$ cat src/rtl/instr_fetch_seq.sv
// Instruction-fetch sequencer: holds the PC and a loadable instruction memory,
// issues one instruction word per execute window and resolves j/beq targets.
module instr_fetch_seq #(
   parameter int unsigned IMEM_DEPTH       = 64,
   parameter int unsigned ADDR_W           = 6,
   parameter int unsigned CYCLES_PER_INSTR = 3,
   parameter logic [31:0] HALT_WORD        = 32'hFFFFFFFF,
   parameter logic [31:0] RESET_PC         = 32'h00000000
) (
   input  logic              clock,
   input  logic              reset,
   input  logic              start,
   input  logic              load_en,
   input  logic [ADDR_W-1:0] load_addr,
   input  logic [31:0]       load_data,
   input  logic              br_equal,
   output logic [31:0]       instrword,
   output logic              newinstr,
   output logic [31:0]       pc,
   output logic              busy,
   output logic              halted,
   output logic              pc_fault,
   output logic [15:0]       instr_count
);

   localparam logic [1:0] ST_IDLE  = 2'd0;
   localparam logic [1:0] ST_ISSUE = 2'd1;
   localparam logic [1:0] ST_EXEC  = 2'd2;
   localparam logic [1:0] ST_HALT  = 2'd3;

   // Counter only needs to reach CYCLES_PER_INSTR-1.
   localparam int unsigned CNT_W = (CYCLES_PER_INSTR > 1) ? $clog2(CYCLES_PER_INSTR) : 1;
   localparam logic [CNT_W-1:0] CNT_LAST = CNT_W'(CYCLES_PER_INSTR - 1);
   localparam logic [29:0] DEPTH_WORDS = 30'(IMEM_DEPTH);

   localparam logic [5:0] OP_J   = 6'd2;
   localparam logic [5:0] OP_BEQ = 6'd4;

   logic [31:0]      imem_q [IMEM_DEPTH];
   logic             imem_we;

   logic [1:0]       state_q, state_d;
   logic [31:0]      pc_q, pc_d;
   logic [31:0]      instrword_q, instrword_d;
   logic             newinstr_q, newinstr_d;
   logic             pc_fault_q, pc_fault_d;
   logic [15:0]      instr_count_q, instr_count_d;
   logic [CNT_W-1:0] cnt_q, cnt_d;

   logic [31:0]      fetch_word;
   logic [31:0]      pc4;
   logic [31:0]      br_off;
   logic [31:0]      npc;
   logic             npc_fault;
   logic             idle_like;

   assign idle_like  = (state_q == ST_IDLE) || (state_q == ST_HALT);
   // Memory writes are only accepted while the sequencer is parked.
   assign imem_we    = load_en && idle_like && !reset;
   assign fetch_word = imem_q[pc_q[ADDR_W+1:2]];

   // Instruction memory write port; contents survive reset.
   always_ff @(posedge clock) begin
      if (imem_we) begin
         imem_q[load_addr] <= load_data;
      end
   end

   // Next-PC resolution for the instruction currently in its execute window.
   always_comb begin
      pc4    = pc_q + 32'd4;
      br_off = {{14{instrword_q[15]}}, instrword_q[15:0], 2'b00};
      unique case (instrword_q[31:26])
         OP_J:    npc = {pc4[31:28], instrword_q[25:0], 2'b00};
         OP_BEQ:  npc = br_equal ? (pc4 + br_off) : pc4;
         default: npc = pc4;
      endcase
      npc_fault = (npc[31:2] >= DEPTH_WORDS);
   end

   // Sequencer next-state logic.
   always_comb begin
      state_d       = state_q;
      pc_d          = pc_q;
      instrword_d   = instrword_q;
      newinstr_d    = 1'b0;
      pc_fault_d    = pc_fault_q;
      instr_count_d = instr_count_q;
      cnt_d         = cnt_q;

      unique case (state_q)
         ST_IDLE, ST_HALT: begin
            // A simultaneous load wins over start.
            if (start && !load_en) begin
               state_d       = ST_ISSUE;
               pc_d          = RESET_PC;
               instr_count_d = 16'd0;
               pc_fault_d    = 1'b0;
            end
         end
         ST_ISSUE: begin
            if (fetch_word == HALT_WORD) begin
               state_d = ST_HALT;
            end else begin
               state_d       = ST_EXEC;
               instrword_d   = fetch_word;
               newinstr_d    = 1'b1;
               instr_count_d = instr_count_q + 16'd1;
               cnt_d         = '0;
            end
         end
         ST_EXEC: begin
            cnt_d = cnt_q + 1'b1;
            if (cnt_q == CNT_LAST) begin
               cnt_d = '0;
               if (npc_fault) begin
                  state_d    = ST_HALT;
                  pc_fault_d = 1'b1;
               end else begin
                  state_d = ST_ISSUE;
                  pc_d    = npc;
               end
            end
         end
         default: state_d = ST_IDLE;
      endcase
   end

   // State registers with synchronous reset.
   always_ff @(posedge clock) begin
      if (reset) begin
         state_q       <= ST_IDLE;
         pc_q          <= RESET_PC;
         instrword_q   <= 32'd0;
         newinstr_q    <= 1'b0;
         pc_fault_q    <= 1'b0;
         instr_count_q <= 16'd0;
         cnt_q         <= '0;
      end else begin
         state_q       <= state_d;
         pc_q          <= pc_d;
         instrword_q   <= instrword_d;
         newinstr_q    <= newinstr_d;
         pc_fault_q    <= pc_fault_d;
         instr_count_q <= instr_count_d;
         cnt_q         <= cnt_d;
      end
   end

   assign instrword   = instrword_q;
   assign newinstr    = newinstr_q;
   assign pc          = pc_q;
   assign busy        = (state_q == ST_ISSUE) || (state_q == ST_EXEC);
   assign halted      = (state_q == ST_HALT);
   assign pc_fault    = pc_fault_q;
   assign instr_count = instr_count_q;

endmodule

$ cat config.mk
export PLATFORM = sky130hd
export DESIGN_NAME = instr_fetch_seq
export DESIGN_NICKNAME = d
export VERILOG_FILES = /design/src/rtl/instr_fetch_seq.sv
export SDC_FILE = /design/constraint.sdc
export NUM_CORES = 2
export LEC_CHECK = 0
export BUFFER_PORTS_ARGS = -buffer_cell sky130_fd_sc_hd__buf_2
export CAP_MARGIN = 20
export CORE_ASPECT_RATIO = 2
export CORE_MARGIN = 2
export CORE_UTILIZATION = 60
export DETAILED_ROUTE_END_ITERATION = 8
export PLACE_DENSITY_LB_ADDON = 0.15
export SLEW_MARGIN = 10
export SYNTH_ARGS = -nofsm -noshare
export SYNTH_HDL_FRONTEND = slang
export SYNTH_SLANG_ARGS = --single-unit
$ cat constraint.sdc
create_clock -name clock -period 6.97 [get_ports clock]
set_input_delay 1.0455 -clock clock [delete_from_list [all_inputs] [get_ports clock]]
set_output_delay 1.0455 -clock clock [all_outputs]
set_load 0.05 [all_outputs]
Word-level counts from Yosys, hierarchy flattened
Memories as Yosys holds them, arrays and structs flattened. A register that Yosys moved wholly into a read port is not among the register bits.
Cells that the tools add are included.

operators by class
  add/sub/neg operators = 4
  multipliers = 0
  divide/modulo/power cells = 0
  $lt $le $gt $ge = 1
  equality and inequality tests = 12
  shifts and indexed selects = 0
  multiplexer cells = 26
  bitwise operators = 2
  reductions and logical operators = 19

operators by type and width
  operator                                               number
  two-way mux 32 bit                                     4
  case mux 32 bit (2 select lines)                       2
  adder 32 x 3 -> 32 bit (second input constant)         1
  adder 32 bit                                           1
  == test 32 bit (second input constant)                 1
  two-way mux 16 bit                                     2
  case mux 16 bit (2 select lines)                       1
  >= comparator 30 x 7 -> 1 bit (second input constant)  1
  adder 16 x 1 -> 16 bit (second input constant)         1
  two-way mux 6 bit                                      2
  two-way mux 2 bit                                      5
  inequality test 2 bit (second input constant)          5
  AND reduction 4 bit                                    2
  two-way mux 1 bit                                      7
  == test 2 bit (second input constant)                  3
  == test 6 x 2 -> 1 bit (second input constant)         1
  == test 6 x 3 -> 1 bit (second input constant)         1
  case mux 2 bit (3 select lines)                        1
  AND reduction 2 bit                                    3
  nonzero test 2 bit                                     3
  case mux 2 bit (2 select lines)                        1
  OR reduction 2 bit                                     2
  logical AND 1 bit                                      3
  AND reduction 3 bit                                    1
  7 further kinds                                        10

word-level totals
  flip-flop bits (word level) = 86
  latch bits = 0
  bits in writable memories = 2048
  memory bits (read-only) = 0
  bits of input ports = 43
  word-level logic and storage cells = 72
  memories kept = 1

memories
  name    words  bits a word  rd ports  clocked after memory_dff  wr ports  line  RTL
  imem_q  64     32           1         1                         1         39    logic [31:0] imem_q [IMEM_DEPTH];

Longest topological paths before layout
  word-level depth = 10
  depth in mapped cells = 20

Worst setup path after synthesis
OpenSTA, ideal clock, no wires.

  kind = register to register
  start point = register pc_q[3] (netlist: pc[3])
  end point = register pc_q[7] (netlist: pc[7])
  arrival time = 5035 ps
  slack = 1804 ps
  cell stages (with the launch flop) = 21
  buffers on the path = 2
  clock period less this slack = 5166 ps
  path through = dfxtp_1 ha_1 nand2_1 or2_2 nor3_1 nand3_1 xnor2_1 ha_1 clkbuf_1 nand2_1 or4_1 a211oi_1 nor3_1 o221ai_1 xnor2_1 a31oi_1 nor4_1 nand3_1 o21ai_2 buf_2 o22ai_1

between the ends
  cells in the longest elaborated chain, start to end = 7
  elaborated cells between the ends (all ways) = 10
  those cells by class = add/sub (2); order compare (1); eq/ne (1); mux (5); reduce/logical (1)

ends and longest elaborated chain
  item                                                                                             line     RTL
  start, declared                                                                                  43       logic [31:0] pc_q, pc_d;
  start signal, assigned                                                                           141      pc_q <= pc_d;
  adder 32 x 3 -> 32 bit *                                                                         71       pc4 = pc_q + 32'd4;
  adder 32 bit                                                                                     75       OP_BEQ: npc = br_equal ? (pc4 + br_off) : pc4;
  two-way mux 32 bit                                                                               75
  case mux 32 bit (2 select lines) *                                                               73       unique case (instrword_q[31:26])
  >= comparator 30 x 7 -> 1 bit / two-way mux 32 bit (equally long branches)                       78, 116
  inequality test 2 bit (no source line) / two-way mux 32 bit (equally long branches)              --
  AND reduction 4 bit (no source line) / case mux 32 bit (2 select lines) (equally long branches)  --

Mark *: on every way between the ends. The rest lies on a longest branch, timed or not. The select of a mux whose other input is x is not followed.
A chain may end at the register's enable or synchronous reset.

Worst setup path in the final report
  start point = register pc_q[4] (netlist: pc[4])
  end point = register pc_q[10] (netlist: pc[10])

The elaborated chain is that of the path after synthesis.

==> results.ini <==
[logic_synthesis]
async_flop_share_pct = 0
synthesis.yosys.warnings = 0
synth-seq-cells = 2138
synth-edff-count = 2048
avgSynthCellArea_sq_um = 20.3
proportion_of_synthesized_chip_area_in_sequential_cells_pct = 74.5
synth_cell_types = 90
netlist_area_sq_um = 85000
syn-instance-count = 4178
yosys_most_used_dff = sky130_fd_sc_hd__edfxtp_1

[critical_path]
cp_num_buf_inv = 2
timing.setup.critical_path_class = reg -> reg
critPathRequiredTime_ps = 7670
cpPeakStageDelay_ps = 640
crit_chain = nand3_1 -> or2_2 -> nor3_1 -> nand3_1 -> xnor2_1 -> ha_1 -> nand2_1 -> or4_1 -> a211oi_1 -> nor3_1 -> buf_4 -> o221ai_1 -> xnor2_1 -> a31oi_1 -> nor4_1 -> nand3_1 -> o21ai_2 -> buf_12 -> nor2_1
cp_data_arrival_time_ps = 7100
cell_occurring_most_often_along_the_worst_timing_path = sky130_fd_sc_hd__nand3_1
setup.worst_path.end_class = flop
critical-path-top-delay-family = simple AND/OR/NAND/NOR gates
worstPathMaxFanout = 24
cp_max_delay_cell = sky130_fd_sc_hd__nor4_1
worst_setup_path_start_kind = flop

[clock_network]
cts.repair_timing.setup_buffer_count = 0
cts-htree-levels = 4
tritoncts.num_buffers = 183
cts.hold.buffers_added = 0
cts_resized = 0
cts_buffer_depth = 4
clock_sinks = 2138
cts-root-buf = sky130_fd_sc_hd__clkbuf_16
clock_insertion_delay_worst_skew_ps = 810
clkSlewWorstSetupHoldPaths_ps = 70
tritoncts = yes

[run]
maxCapViolations = 0

[floorplanning]
die_w_um = 270
initial_utilization_pct = 60.4
floorplan.io_pins = 127
floorplan.rows = 195
core_area_sq_um = 141000
chipHeight_um = 536
die_area_sq_um = 145000

[finish]
drive_gt1_share_pct = 25.6
layout_common_cells = sky130_fd_sc_hd__edfxtp_1, sky130_fd_sc_hd__mux4_2, sky130_fd_sc_hd__clkbuf_16
post-route-cell-area_sq_um = 94500
layout.cells.most_common = sky130_fd_sc_hd__edfxtp_1
n_fill_cell = 8943
synthToLayoutAreaGrowth_pct = 11.2
nNetsFinal = 4508

[place]
place_area_sq_um = 88400
dpl.hpwl_um = 147000
numPortBuffers = 124
preCtsSetupSlack_ps = 656
gp_congestion = 0.981

[worst_hold_path]
min_delay_worst_type = reg -> reg

[sta]
max_freq_mhz = 156
worst_clock_skew_ps = 25.6
rsz0062_at_grt = false
tns_ps = 0
relative_slew_slack_pct = 16.4
minimum_clock_period_ps = 6400
final-setup-viol-count = 0
slew_worst_pin_ps = 1250
hold_violations = 0
layout_worst_path_cycle_share_pct = 91.8
drv_slew = 0
setup_slack_ps = 572

[routing]
detail_route.wirelength_um = 241000
drt.antenna.violating_nets = 0
drt-initial-drc-count = 5467
firstDrtPassIters = 5
detail_route.drc_violations = 0
post_drt_via_cell_ratio = 6.84
wire_per_inst_um = 37.4
via_count = 44000

[global_route]
grt_use_total_pct = 33.7
grt_pass1_wl_um = 336000
via_count_of_the_first_global_routing_pass = 44600
globalRouteOverflowTotal = 0
antenna_violations_before_repair = 14
pin_count_of_the_biggest_net_entering_global_routing = 105

[outcome]
run_status = complete, no violations

[pwr]
vdd_drop_max_mv = 0.219
powerDensity_nw_per_um2 = 272
total_leakage_power_nw = 29.0

[final timing paths]
check / slack, ps / end / depth (start not counted) / start
worst max-delay path: 570 / pc[10] / 19 / pc[4]
worst min-delay path: 460 / instrword[15] / 2 / instrword[15]
worst max register to register: 570 / pc[10] / 19 / pc[4]
worst min register to register: 460 / instrword[15] / 2 / instrword[15]
[registers in the layout (all words and copies together), names as in the netlist, named ones only]
name / count
state_q: 2
imem_q: 2048
instr_count: 16
newinstr: 1
pc_fault: 1
pc: 30
cnt_q: 2
instrword: 32
[cells in the mapped netlist, types with 15 or more instances]
library cell | instances | area share, %
sky130_fd_sc_hd__a211oi_1 | 15 | 0.13
sky130_fd_sc_hd__a21o_1 | 17 | 0.15
sky130_fd_sc_hd__a21oi_1 | 87 | 0.51
sky130_fd_sc_hd__a22oi_1 | 39 | 0.34
sky130_fd_sc_hd__and3_1 | 17 | 0.13
sky130_fd_sc_hd__buf_1 | 15 | 0.066
sky130_fd_sc_hd__buf_2 | 56 | 0.33
sky130_fd_sc_hd__buf_4 | 43 | 0.38
sky130_fd_sc_hd__buf_6 | 28 | 0.37
sky130_fd_sc_hd__clkbuf_1 | 60 | 0.26
sky130_fd_sc_hd__dfxtp_1 | 90 | 2.1
sky130_fd_sc_hd__edfxtp_1 | 2048 | 72
sky130_fd_sc_hd__ha_1 | 38 | 0.56
sky130_fd_sc_hd__inv_1 | 46 | 0.20
sky130_fd_sc_hd__mux2_2 | 22 | 0.29
sky130_fd_sc_hd__mux2i_1 | 157 | 1.8
sky130_fd_sc_hd__mux4_2 | 531 | 14
sky130_fd_sc_hd__nand2_1 | 186 | 0.82
sky130_fd_sc_hd__nand3_1 | 50 | 0.29
sky130_fd_sc_hd__nand4_1 | 31 | 0.23
sky130_fd_sc_hd__nor2_1 | 188 | 0.83
sky130_fd_sc_hd__nor2b_1 | 23 | 0.17
sky130_fd_sc_hd__nor3_1 | 27 | 0.16
sky130_fd_sc_hd__o21ai_0 | 37 | 0.22
sky130_fd_sc_hd__o22ai_1 | 32 | 0.24
sky130_fd_sc_hd__xnor2_1 | 48 | 0.49
sky130_fd_sc_hd__xor2_1 | 16 | 0.16
[worst reg2reg max path: cells and delay by family, from the launching register on]
kind / cells / cell delay (ps)
simple gates: 10 / 3570
fa+ha+maj: 1 / 440
flops: 1 / 470
compound gates: 4 / 1060
buf+inv: 2 / 430
xor+xnor: 2 / 350
[power breakdown]
group / internal [W] / total, W / switching (W)
registers: 0.0141 / 0.0142 / 0.000103
clock network: 0.00560 / 0.0101 / 0.00448
logic: 0.000387 / 0.00135 / 0.000962
[routing by layer]
metal / share of wire (%) / track usage (%)
met1: 33 / 39.5
met2: 53 / 59.6
met3: 7.7 / 5.24
met4: 6.7 / 19.0
met5: 0.020 / 0
[metrics by stage]
step                util [%]  total power [W]  std cells  hold WS, ps
CTS                     66.8           0.0257       6412          465
floorplan                  -           0.0153       4179          478
global route            67.1           0.0262       6433          495
global placement        62.7           0.0158       6091          443
detailed placement      62.8           0.0158       6095          456
finish                  67.1           0.0257       6438          461
[cell families (layout without fill, tap and decap cells)]
| logic type | after synthesis | in the layout | share of synthesized area [%] |
|---|---|---|---|
| AOI/OAI and AO/OA | 356 | 356 | 2.90 |
| xor gates and xnor gates | 64 | 64 | 0.659 |
| adders and majority gates | 39 | 39 | 0.583 |
| buffers and inverters | 256 | 635 | 1.75 |
| DFF | 2138 | 2138 | 74.5 |
| muxes | 710 | 710 | 16.2 |
| other | 1 | 11 | 0.00441 |
| and+or+nand+nor | 614 | 614 | 3.43 |
[final cells by class]
cell class | count | area, sq um | area share [%]
clock inverter | 86 | 837 | 0.886
inverter | 48 | 180 | 0.191
antenna | 9 | 22.5 | 0.0238
timing repair buffer | 270 | 2170 | 2.30
tap | 1871 | 2340 | 2.48
clock buffer | 231 | 4900 | 5.19
multi-input combinational | 1785 | 20700 | 21.9
sequential | 2138 | 63300 | 67.0
No activity file was read; power rests on OpenSTA's default activity.
